File: config.mk
export PLATFORM = sky130hd
export DESIGN_NAME = mem_wb_skid
export DESIGN_NICKNAME = d
export VERILOG_FILES = /design/src/rtl/mem_wb_skid.sv
export SDC_FILE = /design/constraint.sdc
export NUM_CORES = 1
export LEC_CHECK = 0
export BUFFER_PORTS_ARGS = -buffer_cell sky130_fd_sc_hd__buf_4
export CORE_MARGIN = 2
export CORE_UTILIZATION = 38
export CTS_CLUSTER_DIAMETER = 200
export DETAILED_ROUTE_END_ITERATION = 8
export PLACE_DENSITY_LB_ADDON = 0.25
export SETUP_SLACK_MARGIN = 0.1
export SKIP_CTS_REPAIR_TIMING = 1
export SYNTH_ARGS = -nofsm -noshare
export SYNTH_HDL_FRONTEND = slang
export SYNTH_SLANG_ARGS = --single-unit
File: constraint.sdc
create_clock -name clk -period 1.7 [get_ports clk]
set_input_delay 0.085 -clock clk [delete_from_list [all_inputs] [get_ports clk]]
set_output_delay 0.085 -clock clk [all_outputs]
set_load 0.02 [all_outputs]
File: src/rtl/mem_wb_skid.sv
// mem_wb_skid: MEM/WB pipeline stage with a 2-entry skid buffer.
//
// Carries LANES parallel GPR writebacks plus an optional HI/LO writeback from
// MEM to WB under a valid/ready handshake. mem_ready is a flop output, so it
// never depends combinationally on wb_ready. flush squashes every buffered
// entry on the next edge, the same way rst does.
//
// Ports
//   clk        in   clock, rising edge
//   rst        in   synchronous active-high reset
//   flush      in   synchronous squash of all buffered entries
//   mem_valid  in   MEM presents an entry
//   mem_ready  out  buffer can accept an entry (registered)
//   mem_wd     in   LANES*ADDR_W GPR destination addresses
//   mem_wreg   in   LANES GPR write enables
//   mem_wdata  in   LANES*DATA_W GPR write data
//   mem_whilo  in   HI/LO write enable
//   mem_hi     in   HI data
//   mem_lo     in   LO data
//   wb_valid   out  head entry valid (registered)
//   wb_ready   in   WB consumes the head entry
//   wb_*       out  fields of the head entry, all zero when empty
//
// state | meaning
// ------+-------------------------------------------
// EMPTY | no entry held, main and skid cleared
// ONE   | main holds the head entry, skid cleared
// TWO   | main holds head, skid holds the next entry
module mem_wb_skid #(
  parameter int DATA_W = 32,
  parameter int ADDR_W = 5,
  parameter int LANES  = 1
) (
  input  logic                    clk,
  input  logic                    rst,
  input  logic                    flush,
  input  logic                    mem_valid,
  output logic                    mem_ready,
  input  logic [LANES*ADDR_W-1:0] mem_wd,
  input  logic [LANES-1:0]        mem_wreg,
  input  logic [LANES*DATA_W-1:0] mem_wdata,
  input  logic                    mem_whilo,
  input  logic [DATA_W-1:0]       mem_hi,
  input  logic [DATA_W-1:0]       mem_lo,
  output logic                    wb_valid,
  input  logic                    wb_ready,
  output logic [LANES*ADDR_W-1:0] wb_wd,
  output logic [LANES-1:0]        wb_wreg,
  output logic [LANES*DATA_W-1:0] wb_wdata,
  output logic                    wb_whilo,
  output logic [DATA_W-1:0]       wb_hi,
  output logic [DATA_W-1:0]       wb_lo
);

  // Entry layout: {wd, wreg, wdata, whilo, hi, lo}
  localparam int ENT_W = LANES*ADDR_W + LANES + LANES*DATA_W + 1 + 2*DATA_W;

  typedef enum logic [1:0] {EMPTY = 2'd0, ONE = 2'd1, TWO = 2'd2} state_t;
  typedef enum logic [1:0] {M_HOLD, M_LOAD_IN, M_LOAD_SKID, M_CLEAR} main_op_t;

  state_t         state_q, state_nxt;
  main_op_t       main_op;
  logic           skid_load, skid_clear;
  logic           mem_ready_q, wb_valid_q;
  logic           push, pop;
  logic [ENT_W-1:0] in_ent, main_q, skid_q;

  assign push   = mem_valid & mem_ready_q;
  assign pop    = wb_valid_q & wb_ready;
  assign in_ent = {mem_wd, mem_wreg, mem_wdata, mem_whilo, mem_hi, mem_lo};

  // State register and datapath storage
  always_ff @(posedge clk) begin
    if (rst) begin
      state_q     <= EMPTY;
      mem_ready_q <= 1'b1;
      wb_valid_q  <= 1'b0;
      main_q      <= '0;
      skid_q      <= '0;
    end else begin
      state_q     <= state_nxt;
      // Both handshake flags are derived from the next state so they are
      // valid in the same cycle the new state takes effect.
      mem_ready_q <= (state_nxt != TWO);
      wb_valid_q  <= (state_nxt != EMPTY);
      case (main_op)
        M_LOAD_IN:   main_q <= in_ent;
        M_LOAD_SKID: main_q <= skid_q;
        M_CLEAR:     main_q <= '0;
        default:     main_q <= main_q;
      endcase
      if (skid_clear)
        skid_q <= '0;
      else if (skid_load)
        skid_q <= in_ent;
    end
  end

  // Next-state logic
  always_comb begin
    state_nxt = state_q;
    if (flush) begin
      state_nxt = EMPTY;
    end else begin
      case (state_q)
        EMPTY:   if (push) state_nxt = ONE;
        ONE: begin
          if (push && !pop)
            state_nxt = TWO;
          else if (!push && pop)
            state_nxt = EMPTY;
        end
        TWO:     if (pop) state_nxt = ONE;
        default: state_nxt = EMPTY;
      endcase
    end
  end

  // Datapath control
  always_comb begin
    main_op    = M_HOLD;
    skid_load  = 1'b0;
    skid_clear = 1'b0;
    if (flush) begin
      main_op    = M_CLEAR;
      skid_clear = 1'b1;
    end else begin
      case (state_q)
        EMPTY: if (push) main_op = M_LOAD_IN;
        ONE: begin
          if (push && pop)
            main_op = M_LOAD_IN;
          else if (push)
            skid_load = 1'b1;
          else if (pop)
            main_op = M_CLEAR;   // keep the empty slot's enables at zero
        end
        TWO: begin
          if (pop) begin
            main_op    = M_LOAD_SKID;
            skid_clear = 1'b1;
          end
        end
        default: begin
          main_op    = M_CLEAR;
          skid_clear = 1'b1;
        end
      endcase
    end
  end

  assign mem_ready = mem_ready_q;
  assign wb_valid  = wb_valid_q;
  assign {wb_wd, wb_wreg, wb_wdata, wb_whilo, wb_hi, wb_lo} = main_q;

endmodule

* Word level (Yosys, flattened, before mapping)
Cells that the tools add are included.
** Cells by class
- Eq/ne operators :: 6
- Multiplexer cells :: 21
- Reduce and logical (&&, ||, !) cells :: 10
- Bitwise operators :: 2
** Operators by type and width (number)
- $pmux 103 s3 :: 1
- $mux 2 :: 10
- $pmux 2 s3 :: 2
- $mux 1 :: 7
- $eq 2x2->1 const B :: 3
- $eq 2x1->1 const B :: 2
- $reduce_or 2->1 :: 2
- $logic_and 1x1->1 :: 3
- $reduce_bool 3->1 :: 1
- $and 1x1->1 :: 2
- $logic_not 1->1 :: 2
- $logic_not 2->1 :: 1
- $ne 2x2->1 const B :: 1
- $pmux 1 s2 :: 1
- $reduce_bool 2->1 :: 1
** Storage, ports and cells
- Logic and storage cells :: 44
- Register bits :: 210
- Bits of input ports :: 108
- Output and inout bits :: 105

* Logic depth before layout (Yosys ltp)
Gate-level depths: netlist (run 1).
- Word-level depth :: 8
- Depth in mapped cells :: 8
- Gate-level depth less buffers :: 4

* Worst setup path before layout (run 1)
OpenSTA, ideal clock, no wires.
- Path type :: register -> register
- Start :: register wb_valid_q (netlist: wb_valid)
- End :: register main_q[0]
- Path buffers :: 4
- Stages on the path, launching flop included :: 9
- Arrival :: 1577 ps
- Period minus slack after synthesis :: 1691 ps
- Setup time :: 114 ps
- Data required time :: 1586 ps
- Setup slack :: 9 ps
- Cell sequence :: dfxtp_1 and2_1 buf_2 and3_1 buf_2 buf_6 buf_6 a22o_1 a21o_1
** On the way
- Longest elaborated chain between the ends :: 8
- Elaborated cells between the ends (all ways) :: 13
- Those cells by class :: 3 x eq/ne; 7 x mux; 1 x bitwise; 2 x reduce/logical
** Ends and longest elaborated chain
- from (decl) :: line 64 : logic mem_ready_q, wb_valid_q;
- from (signal assigned) :: line 85 : wb_valid_q <= (state_nxt != EMPTY);
- $and 1x1->1 (*) :: line 69 : assign pop = wb_valid_q & wb_ready;
- $mux 2 :: line 135 : else if (pop)
- $mux 2 :: line 133 : else if (push)
- $mux 2 :: line 131 : if (push && pop)
- $pmux 2 s3 (*) :: line 128 : case (state_q)
- $mux 2 (*) :: line 124 : if (flush) begin
- $eq 2x2->1 / $eq 2x1->1 (equally long branches) :: line 86 : case (main_op)
- $pmux 103 s3 / $reduce_bool 3->1 (equally long branches)
- to (signal assigned) :: line 87 : M_LOAD_IN: main_q <= in_ent;
- to (signal assigned) :: line 88 : M_LOAD_SKID: main_q <= skid_q;
- to (signal assigned) :: line 90 : default: main_q <= main_q;
- to (decl) :: line 66 : logic [ENT_W-1:0] in_ent, main_q, skid_q;
Every way passes the cells marked *; elsewhere a longest branch is shown, timed or not.
A chain may end at the register's enable or synchronous reset.

* Worst setup path in the final report (run 1)
- Start :: register state_q[0]
- End :: register skid_q[28]
** On the way
- Longest elaborated chain between the ends :: 5
- Elaborated cells between the ends (all ways) :: 9
- Those cells by class :: 2 x eq/ne; 4 x mux; 3 x reduce/logical
** Ends and longest elaborated chain
- from (decl) :: line 61 : state_t state_q, state_nxt;
- from (signal assigned) :: line 81 : state_q <= state_nxt;
- $eq 2x1->1 / $logic_not 2->1 (equally long branches) :: line 128
- $reduce_or 2->1 (no line)
- $pmux 1 s2 :: line 128
- $mux 1 :: line 124
- $reduce_or 2->1 (no line)
- to (signal assigned) :: line 95 : skid_q <= in_ent;
- to (decl) :: line 66
Parallel ways exist; a longest one is shown, timed or not.

==> results.txt, run 1 <==
----------------------------------------------------
[Outcome]
  Run status ... complete, no violations

[Setup path]
  Library cell contributing the largest single delay on the critical path ... sky130_fd_sc_hd__or3_4
  Crit end category ... register
  Worst setup startpoint ... state_q[0]
  Launching element type of the critical path ... register
  Maximum cell stage delay along the critical path ... 0.39 ns
  Cell-by-cell trace of the critical path ... a21bo_2, or3_4, clkbuf_16, nand2_1, a21oi_1
  Type of the worst setup path ... register to register
  CP Data Arrival Time ... 1.94 ns
  Worst R2R Path Depth ... 5
  Req. time, crit path ... 2.08 ns
  Critical register-to-register path startpoint ... state_q[0]
  Largest fanout on the critical path ... 34

[Place]
  Count of input and output buffers ... 212
  Final weighted congestion in routability-driven placement ... 0.771
  Worst setup slack after placement ... 0.0989 ns
  Total cell area at the placement stage ... 9730 µm²
  Placed Cells ... 1282
  Hpwl dp ... 12.7 mm

[Floorplanning]
  Core area ... 20300 µm²
  Die Wd ... 148 µm
  Io pins ... 213
  Die footprint ... 21900 µm²
  Die span in y ... 148 µm
  Floorplan row count ... 52
  Effective utilization at floorplan ... 0.389

[Finish]
  Finished Cell Area ... 11700 µm²
  Filler instances ... 1774
  Multi-input gate area ... 3280 µm²
  Sequential Area ... 4210 µm²
  Count of nets after finishing ... 1257
  Final instance count without filler cells ... 1435
  Number of antenna repair diodes ... 0
  Most common cell after layout, fill and taps aside ... sky130_fd_sc_hd__nand2_1
  Commonest cells after routing, fill and taps aside ... sky130_fd_sc_hd__nand2_1 (233), sky130_fd_sc_hd__buf_4 (218), sky130_fd_sc_hd__dfxtp_1 (207)
  Layout cell share with drive strength beyond 1 ... 0.251
  Post-synthesis to final-layout area growth ... 47.7%

[Synth]
  #FFs+latches synth ... 210
  Warnings, synthesis ... 0
  Cell taking the most area after synthesis ... sky130_fd_sc_hd__dfxtp_1
  Post-Syn Nets ... 960
  Leading post-synthesis cells by cell area ... sky130_fd_sc_hd__dfxtp_1 (53%), sky130_fd_sc_hd__nand2_1 (11%), sky130_fd_sc_hd__a22o_1 (8.5%)
  Cell variety after synth ... 29
  Sequential share of the synthesized area ... 0.533
  Mean Syn Cell Area ... 9.26 µm²
  Synthesized instance count ... 852
  Synth top area share ... 0.533
  Post-synthesis cell area ... 7890 µm²

[Clock tree]
  Number of buffers inserted during clock tree synthesis ... 23
  TritonCTS clock tree ... yes
  Clock latency of the later-clocked register in the worst-skew pair ... 0.50 ns
  H-tree lvl count ... 1
  CTS sink cnt ... 210
  Clock buffer depth ... 3
  Clock input transition at the sequential cells of the worst setup and hold paths ... 0.06 ns
  CTS Root Buffer Type ... sky130_fd_sc_hd__clkbuf_16

[STA]
  Max Clk Rate ... 639 MHz
  Minimum period implied by the final worst setup slack ... 1.56 ns
  Hold violation total from the final report ... 0
  Post-Route Setup TNS ... 0 ns
  Share of the cycle needed by the critical path after routing ... 0.920
  Final Setup Violations ... 0
  RSZ-0062 raised after global routing ... yes
  Worst slew margin ... 0.790
  Worst Max-Slew Pin Slew ... 0.312 ns
  Post-route clock skew ... 0.0146 ns
  Final Max Tran Viols ... 0
  Worst-case setup margin in the final layout ... 0.136 ns

[Pwr]
  Leakage power ... 0.00532 µW
  Worst vdd rail ir drop ... 0.634 mV
  Total power consumption of the routed design ... 11000 µW
  P per Cell Area ... 942 nW/µm²

[Drt]
  Total wire length after detailed routing ... 22.1 mm
  Per-cell via count in the routed design ... 4.97
  Number of routed nets with antenna violations ... 0
  Via total after detailed routing ... 7139
  Detail-routed net length per standard cell ... 15.4 µm
  DR pass1 iterations ... 5
  Violation count after the first detailed-route iteration ... 336
  DRC Markers ... 0

[Worst hold path]
  Number of cells traversed by the worst hold path ... 3
  HP Start ... wb_ready
  Hold crit path type ... input port to register

[GRT]
  Global Route Usage Sum ... 0.179
  Wire length of the first global-routing pass ... 32.5 mm
  Via count of the first global-routing pass ... 6339
  Initial antenna violation count ... 0
  Grt total ovfl ... 0
  Pin count of the biggest net entering global routing ... 70

[Flow run]
  MaxCap Viol Count ... 0

----------------------------------------------------
==> critical path: cells and delay by family, from the launching register on <==
family	cells	cell delay, ns
AO/OA/AOI/OAI	2	0.35
AND/OR/NAND/NOR	2	0.49
buffers and inverters	1	0.23
flip-flops	1	0.37
==> path summary, 6_finish.rpt <==
check / end / slack (ns)
worst min register to register: main_q[39] / 0.45
worst max register to register: skid_q[28] / 0.14
worst max-delay path: skid_q[28] / 0.14
worst min-delay path: mem_ready / 0.07
==> Yosys cell counts <==
master / count
sky130_fd_sc_hd__or2_2: 1
sky130_fd_sc_hd__nor3_2: 1
sky130_fd_sc_hd__nand3b_4: 1
sky130_fd_sc_hd__clkbuf_1: 27
sky130_fd_sc_hd__nor3_4: 1
sky130_fd_sc_hd__buf_2: 18
sky130_fd_sc_hd__or3_1: 2
sky130_fd_sc_hd__a211oi_1: 1
sky130_fd_sc_hd__a21o_1: 78
sky130_fd_sc_hd__inv_1: 1
sky130_fd_sc_hd__buf_4: 10
sky130_fd_sc_hd__nand2_1: 234
sky130_fd_sc_hd__and2_1: 1
sky130_fd_sc_hd__o21ai_1: 15
sky130_fd_sc_hd__o21a_2: 1
sky130_fd_sc_hd__dfxtp_1: 210
sky130_fd_sc_hd__and3_1: 1
sky130_fd_sc_hd__nor2b_1: 1
sky130_fd_sc_hd__o21ai_0: 12
sky130_fd_sc_hd__a21boi_1: 1
sky130_fd_sc_hd__nor2_1: 5
sky130_fd_sc_hd__a21bo_2: 1
sky130_fd_sc_hd__a21oi_1: 106
sky130_fd_sc_hd__and3b_1: 1
sky130_fd_sc_hd__a221o_1: 1
sky130_fd_sc_hd__o22a_1: 2
sky130_fd_sc_hd__buf_6: 15
sky130_fd_sc_hd__mux2i_1: 27
sky130_fd_sc_hd__a22o_1: 77
==> kinds of logic (layout without fill, tap and decap cells) <==
| group | Yosys count | count (layout) | synth area share |
|---|---|---|---|
| AO/OA/AOI/OAI | 295 | 295 | 0.252 |
| buffers and inverters | 71 | 384 | 0.0557 |
| flip-flops | 210 | 210 | 0.533 |
| multiplexers | 27 | 27 | 0.0343 |
| AND/OR/NAND/NOR | 249 | 249 | 0.125 |
==> layer usage <==
layer	part of all wire	track usage	vias up
met3	0.066	0.0399	20
met1	0.46	0.251	3370
met2	0.46	0.284	213
met4	0.013	0.0376	0
li1	-	-	3536
met5	0	0	-
==> area by class of cell <==
cell class	instances	area share
sequential	210	0.361
multi-input combinational	571	0.282
timing repair buffer	342	0.265
clock buffer	32	0.0574
tap	270	0.0290
clock inverter	9	0.00547
inverter	1	0.000322
==> metrics by stage <==
stage | hold slack, ns | utilization
detailed placement | 0.351 | 0.479
floorplan | 0.221 | -
CTS | -0.187 | 0.515
finish | 0.0710 | 0.574
global route | 0.0695 | 0.574
global placement | 0.342 | 0.479
==> sequential cells by signal, summed over array words and instances, names as in the netlist <==
| name | count |
|---|---|
| wb_valid | 1 |
| skid_q | 103 |
| state_q | 2 |
| main_q | 103 |
| mem_ready | 1 |
==> where the power goes <==
| part | switching, µW | internal, µW | total (µW) |
|---|---|---|---|
| combinational | 550 | 645 | 1190 |
| sequential | 60.6 | 5020 | 5090 |
| clock | 1940 | 2760 | 4700 |
Power figures use the tool's default switching activity.
==> run 2, diff against run 1 <==
--- a/config.mk
+++ b/config.mk
@@ -6,8 +6,9 @@
 export NUM_CORES = 1
 export LEC_CHECK = 0
 export BUFFER_PORTS_ARGS = -buffer_cell sky130_fd_sc_hd__buf_4
-export CORE_MARGIN = 2
-export CORE_UTILIZATION = 38
+export CELL_PAD_IN_SITES_DETAIL_PLACEMENT = 1
+export CELL_PAD_IN_SITES_GLOBAL_PLACEMENT = 2
+export CORE_UTILIZATION = 28
 export CTS_CLUSTER_DIAMETER = 200
 export DETAILED_ROUTE_END_ITERATION = 8
 export PLACE_DENSITY_LB_ADDON = 0.25
==> results.txt, run 2 (synthesized netlist as in run 1, its figures left out) <==
----------------------------------------------------
[Outcome]
  Run status ... complete, no violations

[STA]
  Worst Max-Slew Pin Slew ... 0.317 ns (+0.00430 ns)
  Minimum period implied by the final worst setup slack ... 1.54 ns (-0.0260 ns)
  Share of the cycle needed by the critical path after routing ... 0.905 (-0.0153)
  Post-route clock skew ... 0.00776 ns (-0.00683 ns)
  Worst slew margin ... 0.787 (-0.00290)
  Final Max Tran Viols ... 0 (unchanged)
  Hold violation total from the final report ... 0 (unchanged)
  RSZ-0062 raised after global routing ... yes
  Post-Route Setup TNS ... 0 ns (unchanged)
  Final Setup Violations ... 0 (unchanged)
  Max Clk Rate ... 650 MHz (+1.7%)

[Drt]
  DRC Markers ... 0 (unchanged)
  Via total after detailed routing ... 7236 (+1.4%)
  Per-cell via count in the routed design ... 4.66 (-6.4%)
  DR pass1 iterations ... 5 (unchanged)
  Number of routed nets with antenna violations ... 0 (unchanged)
  Total wire length after detailed routing ... 25.2 mm (+14%)
  Violation count after the first detailed-route iteration ... 291 (-13%)
  Detail-routed net length per standard cell ... 16.2 µm (+5.4%)

[Place]
  Final weighted congestion in routability-driven placement ... 0.704 (-8.7%)
  Hpwl dp ... 15.4 mm (+21%)
  Count of input and output buffers ... 212 (unchanged)
  Placed Cells ... 1404 (+9.5%)

[Setup path]
  Worst R2R Path Depth ... 6 (+1)
  Register-to-register path setup slack ... 0.16 ns (+0.03 ns)
  Type of the worst setup path ... register to register
  Launching element type of the critical path ... register
  Largest fanout on the critical path ... 19 (-44%)
  Critical register-to-register path endpoint ... main_q[24]
  Critical register-to-register path startpoint ... state_q[1]
  CP Data Arrival Time ... 1.97 ns (+0.03 ns)
  Req. time, crit path ... 2.13 ns (+0.05 ns)
  Crit end category ... register

[GRT]
  Pin count of the biggest net entering global routing ... 60 (-14%)
  Initial antenna violation count ... 0 (unchanged)
  Global Route Usage Sum ... 0.162 (-0.0174)
  Via count of the first global-routing pass ... 6819 (+7.6%)
  Grt total ovfl ... 0 (unchanged)
  Wire length of the first global-routing pass ... 37.2 mm (+14%)

[Worst hold path]
  HP Start ... wb_ready
  Endpoint with the worst hold slack ... mem_ready
  Hold crit path type ... input port to register
  Number of cells traversed by the worst hold path ... 3 (unchanged)

[Clock tree]
  H-tree lvl count ... 1 (unchanged)
  Clock input transition at the sequential cells of the worst setup and hold paths ... 0.06 ns (about the same)
  CTS sink cnt ... 210 (unchanged)
  CTS Root Buffer Type ... sky130_fd_sc_hd__clkbuf_16
  Clock buffer depth ... 3 (unchanged)
  Number of buffers inserted during clock tree synthesis ... 25 (+8.7%)
  TritonCTS clock tree ... yes
  Clock latency of the later-clocked register in the worst-skew pair ... 0.52 ns (+0.02 ns)

[Finish]
  Most common cell after layout, fill and taps aside ... sky130_fd_sc_hd__nand2_1
  Post-synthesis to final-layout area growth ... 51.2%
  Number of antenna repair diodes ... 0 (unchanged)
  Largest regs ... main_q x103, skid_q x103, state_q x2
  Layout cell share with drive strength beyond 1 ... 0.252 (+0.00106)
  Count of nets after finishing ... 1269 (+0.95%)
  Final instance count without filler cells ... 1554 (+8.3%)
  Commonest cells after routing, fill and taps aside ... sky130_fd_sc_hd__nand2_1 (233), sky130_fd_sc_hd__buf_4 (221), sky130_fd_sc_hd__dfxtp_1 (208)

[Flow run]
  MaxCap Viol Count ... 0 (unchanged)

[Pwr]
  Leakage power ... 0.00538 µW (+1.1%)
  P per Cell Area ... 944 nW/µm² (+0.17%)
  Worst vdd rail ir drop ... 0.497 mV (-22%)

[Floorplanning]
  Effective utilization at floorplan ... 0.284 (-0.105)
  Core area ... 27800 µm² (+37%)
  Floorplan row count ... 61 (+17%)
  Io pins ... 213 (unchanged)
  Die Wd ... 170 µm (+15%)
  Die footprint ... 28900 µm² (+32%)
  Die span in y ... 170 µm (+15%)

----------------------------------------------------
run 2: cell count changes in the layout (fill, tap and decap cells not counted), moves of 2 or more:
cell	before	now
sky130_fd_sc_hd__buf_12	13	20
sky130_fd_sc_hd__clkbuf_1	3	7
sky130_fd_sc_hd__buf_4	218	221
sky130_fd_sc_hd__buf_6	1	4
sky130_fd_sc_hd__buf_16	2	0
run 2: area by class of cell:
cell class	count	area [µm²]
Tap cell	378	473
Fill cell	3222	15900
Multi-Input combinational cell	571	3290
Timing Repair Buffer	352	3210
Clock buffer	37	721
Inverter	1	3.75
Clock inverter	5	25.0
Sequential cell	210	4210
run 2: power breakdown:
part	internal, µW	switching [µW]	leakage, µW
registers	5030	60.5	0.00170
clock network	2900	2060	0.000372
logic	653	564	0.00331
run 2: critical path: stages (launching register included):
cell                      delay (ns)
sky130_fd_sc_hd__dfxtp_1        0.32
sky130_fd_sc_hd__buf_4          0.15
sky130_fd_sc_hd__buf_4          0.15
sky130_fd_sc_hd__a21o_1         0.15
sky130_fd_sc_hd__a221o_1        0.32
sky130_fd_sc_hd__buf_6          0.19
sky130_fd_sc_hd__o21ai_0        0.18
run 2: worst max path at each step:
stage,start,to,slack [ns],cells past startpoint
floorplan,wb_valid,main_q[0],0.1,8
global placement,flush,main_q[34],0.18,6
detailed placement,state_q[1],main_q[24],0.12,6
CTS,state_q[1],main_q[74],0.1,6
global route,mem_ready,main_q[14],0.08,6
finish,state_q[1],main_q[24],0.16,6
run 2: through the flow:
step                      power [µW]  hold WS, ns  cell area [µm²]   util  setup slack (ns)
after CTS                      11200       -0.206            10800  0.389            0.0987
after global placement          6200        0.345            10000  0.362             0.179
after global routing           11700       0.0282            11900  0.429            0.0827
after detailed placement        6210        0.353            10000  0.362             0.116
after floorplan                 5650        0.221             7900      -            0.0957
final                          11300       0.0264            11900  0.429             0.162
run 2: routing by layer:
metal  vias to the layer above  GRT usage  wire (µm)
met5                         -          0          0
met4                         0     0.0415        459
met1                      3492      0.212      11900
met2                       148      0.269      11700
li1                       3555          -          -
met3                        41     0.0337       1220
